[config.mk]
export PLATFORM = sky130hd
export DESIGN_NAME = apb_master_bridge
export DESIGN_NICKNAME = d
export VERILOG_FILES = /design/src/rtl/apb_pkg.sv /design/src/rtl/apb_addr_decoder.sv /design/src/rtl/apb_master_bridge.sv
export SDC_FILE = /design/constraint.sdc
export NUM_CORES = 1
export LEC_CHECK = 0
export ABC_AREA = 1
export BUFFER_PORTS_ARGS = -buffer_cell sky130_fd_sc_hd__buf_2
export CAP_MARGIN = 20
export CORE_AREA = 4 4 120 122
export DETAILED_ROUTE_END_ITERATION = 12
export DIE_AREA = 0 0 124 126
export PLACE_DENSITY_LB_ADDON = 0.05
export SLEW_MARGIN = 20
export SYNTH_ARGS = -nofsm -noshare
export SYNTH_HDL_FRONTEND = slang
export SYNTH_SLANG_ARGS = --single-unit
export TNS_END_PERCENT = 5
[constraint.sdc]
create_clock -name clk -period 2.32 [get_ports clk]
set_clock_uncertainty 0.15 [all_clocks]
set_input_delay 0.116 -clock clk [delete_from_list [all_inputs] [get_ports clk]]
set_output_delay 0.116 -clock clk [all_outputs]
set_load 0.01 [all_outputs]
[src/rtl/apb_pkg.sv]
// apb_pkg: shared types and constants for the APB master bridge.
//   Contents: FSM state enum, slave-index width helper, default address map,
//   timeout read-data pattern.
package apb_pkg;

    typedef enum logic [1:0] {IDLE, SETUP, ACCESS} apb_state_e;

    localparam int          DEF_NUM_SLV       = 4;
    localparam logic [31:0] DEF_BASE_ADDR     = 32'h1000_0000;
    localparam int          DEF_SLV_SIZE_LOG2 = 12;
    localparam int          DEF_TIMEOUT_CYC   = 16;
    localparam logic [31:0] APB_TIMEOUT_DATA  = 32'hDEAD_BEEF;

    // A single-slave system still needs a 1-bit index.
    function automatic int apb_idx_w(input int n);
        return (n > 1) ? $clog2(n) : 1;
    endfunction

endpackage

[src/rtl/apb_addr_decoder.sv]
// apb_addr_decoder: maps a core byte address to an APB slave index.
//   addr_i   : core byte address
//   idx_o    : slave index (0 when unmapped)
//   mapped_o : address falls inside one of the NUM_SLV windows
module apb_addr_decoder
    import apb_pkg::*;
#(
    parameter int          NUM_SLV       = DEF_NUM_SLV,
    parameter logic [31:0] BASE_ADDR     = DEF_BASE_ADDR,
    parameter int          SLV_SIZE_LOG2 = DEF_SLV_SIZE_LOG2
) (
    input  logic [31:0]                    addr_i,
    output logic [apb_idx_w(NUM_SLV)-1:0]  idx_o,
    output logic                           mapped_o
);

    localparam int IDX_W = apb_idx_w(NUM_SLV);

    logic [31:0] slot;

    // Addresses below the base wrap to huge slot numbers; the explicit
    // lower-bound compare rejects them regardless.
    assign slot     = (addr_i - BASE_ADDR) >> SLV_SIZE_LOG2;
    assign mapped_o = (addr_i >= BASE_ADDR) && (slot < 32'(NUM_SLV));
    assign idx_o    = mapped_o ? slot[IDX_W-1:0] : '0;

endmodule

[src/rtl/apb_master_bridge.sv]
// apb_master_bridge: converts core data-bus requests into APB4 transfers.
//   Core side : cpuReq/cpuWe/cpuAddr/cpuWData/cpuByteEn in,
//               cpuRData/cpuReady/cpuErr out (ready is a one-cycle strobe).
//   APB side  : PADDR/PWRITE/PWDATA/PSTRB/PSEL/PENABLE out,
//               per-slave PRDATA/PREADY/PSLVERR in.
//   Option    : define APB_TIMEOUT_EN to abort transfers whose slave keeps
//               PREADY low for TIMEOUT_CYC access cycles.
module apb_master_bridge
    import apb_pkg::*;
#(
    parameter int          NUM_SLV       = DEF_NUM_SLV,
    parameter logic [31:0] BASE_ADDR     = DEF_BASE_ADDR,
    parameter int          SLV_SIZE_LOG2 = DEF_SLV_SIZE_LOG2
`ifdef APB_TIMEOUT_EN
    ,
    parameter int          TIMEOUT_CYC   = DEF_TIMEOUT_CYC
`endif
) (
    input  logic                     clk,
    input  logic                     reset,
    input  logic                     cpuReq,
    input  logic                     cpuWe,
    input  logic [31:0]              cpuAddr,
    input  logic [31:0]              cpuWData,
    input  logic [3:0]               cpuByteEn,
    output logic [31:0]              cpuRData,
    output logic                     cpuReady,
    output logic                     cpuErr,
    output logic [31:0]              PADDR,
    output logic                     PWRITE,
    output logic [31:0]              PWDATA,
    output logic [3:0]               PSTRB,
    output logic [NUM_SLV-1:0]       PSEL,
    output logic                     PENABLE,
    input  logic [NUM_SLV-1:0][31:0] PRDATA,
    input  logic [NUM_SLV-1:0]       PREADY,
    input  logic [NUM_SLV-1:0]       PSLVERR
);

    localparam int                 IDX_W   = apb_idx_w(NUM_SLV);
    localparam logic [NUM_SLV-1:0] SEL_ONE = NUM_SLV'(1);

    apb_state_e        state_q, state_d;
    logic [31:0]       addr_q, wdata_q;
    logic [3:0]        strb_q;
    logic              we_q, mapped_q;
    logic [IDX_W-1:0]  idx_q, dec_idx;
    logic              dec_mapped, timeout, done;

    apb_addr_decoder #(
        .NUM_SLV       (NUM_SLV),
        .BASE_ADDR     (BASE_ADDR),
        .SLV_SIZE_LOG2 (SLV_SIZE_LOG2)
    ) u_dec (
        .addr_i   (cpuAddr),
        .idx_o    (dec_idx),
        .mapped_o (dec_mapped)
    );

    always_ff @(posedge clk or negedge reset) begin
        if (!reset) begin
            state_q  <= IDLE;
            addr_q   <= '0;
            wdata_q  <= '0;
            strb_q   <= '0;
            we_q     <= 1'b0;
            idx_q    <= '0;
            mapped_q <= 1'b0;
        end else begin
            state_q <= state_d;
            if (state_q == IDLE && cpuReq) begin
                addr_q   <= cpuAddr;
                wdata_q  <= cpuWData;
                strb_q   <= cpuWe ? cpuByteEn : 4'b0000;
                we_q     <= cpuWe;
                idx_q    <= dec_idx;
                mapped_q <= dec_mapped;
            end
        end
    end

`ifdef APB_TIMEOUT_EN
    logic [4:0] wait_q;

    always_ff @(posedge clk or negedge reset) begin
        if (!reset)
            wait_q <= '0;
        else if (state_q == SETUP)
            wait_q <= '0;
        else if (state_q == ACCESS && !PREADY[idx_q])
            wait_q <= wait_q + 5'd1;
    end

    assign timeout = (wait_q == 5'(TIMEOUT_CYC));
`else
    assign timeout = 1'b0;
`endif

    // Unmapped transfers finish on their first access cycle with an error.
    assign done = !mapped_q || PREADY[idx_q] || timeout;

    assign PADDR  = addr_q;
    assign PWRITE = we_q;
    assign PWDATA = wdata_q;
    assign PSTRB  = strb_q;

    always_comb begin
        state_d  = state_q;
        PSEL     = '0;
        PENABLE  = 1'b0;
        cpuReady = 1'b0;
        cpuErr   = 1'b0;
        cpuRData = '0;
        unique case (state_q)
            IDLE:  state_d = cpuReq ? SETUP : IDLE;
            SETUP: begin
                PSEL    = mapped_q ? SEL_ONE << idx_q : '0;
                state_d = ACCESS;
            end
            ACCESS: begin
                PSEL     = mapped_q ? SEL_ONE << idx_q : '0;
                PENABLE  = 1'b1;
                cpuReady = done;
                // Completing without PREADY can only mean unmapped or timed out.
                cpuErr   = done && (!mapped_q || !PREADY[idx_q] || PSLVERR[idx_q]);
                cpuRData = (!done || !mapped_q) ? '0 :
                           PREADY[idx_q] ? (we_q ? '0 : PRDATA[idx_q]) :
                           APB_TIMEOUT_DATA;
                state_d  = done ? IDLE : ACCESS;
            end
            default: state_d = IDLE;
        endcase
    end

endmodule

---- Yosys cells after proc, flatten, opt, wreduce, memory -nomap -nowiden ----
Index checks and enable logic that the tools add are counted.
operators by class
  add/sub/neg operators ................... 1
  shift-type cells ........................ 1
  multiplexer cells ....................... 20
  $lt $le $gt $ge ......................... 3
  equality and inequality tests ........... 2
  reductions and logical operators ........ 12
operator list
  operator                                                              count
  2-to-1 mux 32 bit                                                     5
  binary-select mux 32 bit (select 2 bit)                               1
  greater-or-equal comparator 32 x 29 -> 1 bit (second input constant)  1
  subtractor 32 x 29 -> 32 bit (second input constant)                  1
  less-than comparator 20 x 3 -> 1 bit (second input constant)          1
  2-to-1 mux 4 bit                                                      3
  2-to-1 mux 1 bit                                                      6
  case mux 2 bit (3 select lines)                                       1
  binary-select mux 1 bit (select 2 bit)                                2
  logical OR 1 bit                                                      4
  2-to-1 mux 2 bit                                                      2
  << shifter 1 x 2 -> 4 bit (first input constant)                      1
  logical AND 1 bit                                                     3
  logical NOT 1 bit                                                     3
  less-than comparator 2 x 3 -> 1 bit (second input constant)           1
  equality test 2 x 1 -> 1 bit (second input constant)                  1
  equality test 2 bit (second input constant)                           1
  logical NOT 2 bit                                                     1
  OR reduction 2 bit                                                    1
storage, ports and cells
  bits of input ports ..................... 208
  word-level logic and storage cells ...... 46
  flip-flop bits (word level) ............. 74

---- Depth between registers and ports, before layout ----
  depth in word-level cells ............... 7
  depth in mapped cells ................... 9
  gate-level depth less buffers ........... 8

---- By module ----
A second synthesis with hierarchy kept.
unflattened totals
  cells, all modules ...................... 651
  area total of the unflattened synthesis .. 4309.1 um^2
modules (own cells, without submodules)
  module             cells an instance  area an instance (um^2)  instances
  apb_master_bridge  624                4200.3                   1
  apb_addr_decoder   27                 108.9                    1

---- Worst setup path before layout ----
No wires, ideal clock.
  kind .................................... register to output
  from .................................... register state_q[0]
  to ...................................... output cpuRData[11]
  arrival ................................. 1.325 ns
  cell stages (with the launch flop) ...... 8
  required time ........................... 2.054 ns
  slack ................................... 0.729 ns
  path through ............................ dfrtp_1 inv_1 ha_1 inv_1 nor2_1 nand3_4 buf_6 nor2_1
between the ends
  longest elaborated chain between the ends .. 2
RTL lines
  what                    RTL line                  text
  from (decl)             apb_master_bridge.sv:43   apb_state_e state_q, state_d;
  from (signal assigned)  apb_master_bridge.sv:70   state_q <= state_d;
  equality test 2 bit     apb_master_bridge.sv:114  unique case (state_q)
  2-to-1 mux 32 bit       apb_master_bridge.sv:114
  to (decl)               apb_master_bridge.sv:26   output logic [31:0] cpuRData,
No other way between the ends.

---- Worst setup path in the final report ----
  from .................................... register state_q[0]
  to ...................................... output cpuRData[14]
The elaborated chain is that of the path after synthesis.

==> results.json <==
{
  "crit_chain": "inv_1 > ha_1 > inv_1 > nor2_1 > nand3_4 > buf_12 > nor2_1 > buf_2",
  "nFillCells": 1329,
  "area_growth_pct": 63.4,
  "synthCells": 643,
  "dr_wl_met2_um": 9180,
  "fin_crit_sh_pct": 93.8,
  "fin_cells": 1194,
  "worst_ir_drop_vdd_v": 0.000593,
  "dieArea_sq_mm": 0.0156,
  "max_freq_mhz": 459,
  "synthAdderAreaFrac_pct": 0.584,
  "crit_path_start_kind": "register",
  "critPathBufInv": 4,
  "cts-root-buf": "clkbuf_16",
  "tns_ps": 0,
  "cts_max_level": 3,
  "dpl_cell_area_sq_mm": 0.00597,
  "grt_pass1_vias": 5504,
  "timing.hold.ws_ps": 96.4,
  "first_pass_iters": 4,
  "outcome": "completed",
  "fin_area_sq_mm": 0.00700,
  "setup_viol": 0,
  "dieWidth_um": 124,
  "port_buffers": 315,
  "reg2reg_depth": 5,
  "synth.area.mux_share_pct": 0,
  "slowest_stage": "dfrtp_1",
  "rsz0062_at_grt": "no",
  "cts_resized": 0,
  "syn_nets": 853,
  "synth-compound-area-share_pct": 9.58,
  "synthesis.area_sq_mm": 0.00429,
  "placement_rows": 42,
  "fin_crit_ps": 2180,
  "hold_start": "cpuReq",
  "top_layer_used": "met5",
  "worst_pin_slew_ps": 842,
  "dp.final_hpwl_um": 13100,
  "grt_pass1_wl_um": 27100,
  "r2r_slack_ps": 690,
  "grt_max_degree": 69,
  "routed_via_density": 4.55,
  "clk_path_buf_depth": 2,
  "drv_slew": 0,
  "synth.distinct_cells": 20,
  "p_per_area_mw_per_mm2": 623,
  "wl_met3_um": 1630,
  "yosys_register_bits": 74,
  "clk_pin_slew_ps": 60,
  "synth_top_family_by_area": "simple AND/OR/NAND/NOR gates",
  "worstHoldPathType": "in2reg",
  "ant_nets": 0,
  "syn_avg_cell_area_sq_um": 6.66,
  "gp_congestion": 0.817,
  "die_h_um": 126,
  "numCtsBuffers": 9,
  "critPathMaxStageDelay_ps": 370,
  "gr-total-overflow": 0,
  "hold_path_end": "PWDATA[0]$_DFFE_PN0P_",
  "start_util_pct": 32.5,
  "ios": 316,
  "core-area_sq_mm": 0.0132,
  "crit_fanout": 24,
  "synth_seq_area_share_pct": 43.2,
  "yosys.area_share.simple_pct": 39.3,
  "drt_iter0_markers": 277,
  "crit_type": "reg2out",
  "holdPathStages": 5,
  "placed_cells": 1105,
  "antenna_cells": 0,
  "drive_gt1_share_pct": 36.1,
  "crit_arrival_ps": 1910,
  "synth_warnings": 0,
  "hold_viol": 0,
  "num_vias": 5430,
  "grt_use_total_pct": 21.8,
  "cts_tree": "built",
  "reg2reg_from": "state_q[0]$_DFF_PN0_",
  "met1Wirelength_um": 6540,
  "required_ps": 2050,
  "cts.sinks": 74,
  "wl_per_cell_um": 14.9,
  "r2r_end": "PSTRB[3]$_DFFE_PN0P_",
  "layout_common_cells": "332 x nand2_1, 314 x buf_2, 74 x dlygate4sd3_1",
  "relSlewSlack_pct": 43.9,
  "cp-end-kind": "primary output",
  "drv.max_cap_violation_count": 0,
  "wirelength_um": 17800,
  "p_leak_nw": 4.01,
  "path_delay_family": "buffers and inverters",
  "finalNetCount": 1224,
  "layout_commonest_cell": "nand2_1",
  "grt_antenna_before_repair": 1,
  "clock_latency_ps": 320,
  "synth-xor-area-share_pct": 0,
  "drc": 0
}
[registers in the layout (all words and copies together), names as in the netlist]
signal / flops
PWRITE: 1
PWDATA: 32
PSTRB: 4
mapped_q: 1
state_q: 2
idx_q: 2
PADDR: 32
[routing by layer]
metal  vias up  track usage (%)
met3        31             6.10
met4         2             6.77
met2       212             40.9
met5         -                0
li1       2724                -
met1      2461             23.1
[per-stage QoR]
| stage | setup WS (ps) | utilization (%) | power (W) |
|---|---|---|---|
| after CTS | 116 | 53.1 | 0.00441 |
| after floorplan | 729 | - | 0.00228 |
| final | 143 | 53.1 | 0.00436 |
| after detailed placement | 480 | 45.2 | 0.00292 |
| after global routing | 8.42 | 53.1 | 0.00464 |
| after global placement | 539 | 45.2 | 0.00290 |
[repair_timing]
item | 4_1_cts | 5_1_grt
hold endpoints to repair | 137 | 0
hold buffers | 74 | 0
buffers inserted | 0 | 0
[layout make-up]
class / count / area (sq um) / area share, %
Tap cell: 176 / 220 / 3.15
Multi-Input combinational cell: 509 / 2120 / 30.3
Timing Repair Buffer: 399 / 2430 / 34.7
Inverter: 21 / 81.3 / 1.16
Clock buffer: 9 / 225 / 3.22
Sequential cell: 74 / 1850 / 26.5
Clock inverter: 6 / 67.6 / 0.965
[cells by family after synthesis]
family                     count (synthesis)
and+or+nand+nor                          425
AOI/OAI and AO/OA                         82
DFF                                       74
buffers and inverters                     60
adders and majority gates                  2
[synthesized netlist by cell type, drive strengths merged]
master	number	area share [%]
nand2	334	29
dfrtp	74	43
nor2	74	7.6
a21oi	64	7.5
buf	31	4.8
inv	21	1.9
o21ai	18	2.1
nand3	12	1.7
clkbuf	8	0.70
nor3	4	0.47
ha	2	0.58
nand4	1	0.15
[worst max-delay path by stage]
stage               cells after the start                  from  slack, ps      endpoint
floorplan                               7  state_q[0]$_DFF_PN0_        730  cpuRData[11]
global placement                        8  state_q[0]$_DFF_PN0_        540   cpuRData[3]
detailed placement                      8  state_q[0]$_DFF_PN0_        480   cpuRData[3]
CTS                                     8  state_q[0]$_DFF_PN0_        120   cpuRData[3]
global route                            8  state_q[0]$_DFF_PN0_          8  cpuRData[15]
finish                                  8  state_q[0]$_DFF_PN0_        140  cpuRData[14]
[worst reg2reg max path: cells and delay by family (launching register included)]
kind                       cells  cell delay, ps
adders and majority gates      1             220
AOI/OAI and AO/OA              1             200
DFF                            1             340
and+or+nand+nor                1             100
buffers and inverters          2             480
[report_power, final]
part,total (W),switching (W),internal (W)
clock,0.00138,0.000546,0.000830
combinational,0.00126,0.000680,0.000576
sequential,0.00173,0.000152,0.00158
(Power assumes the default switching activity.)
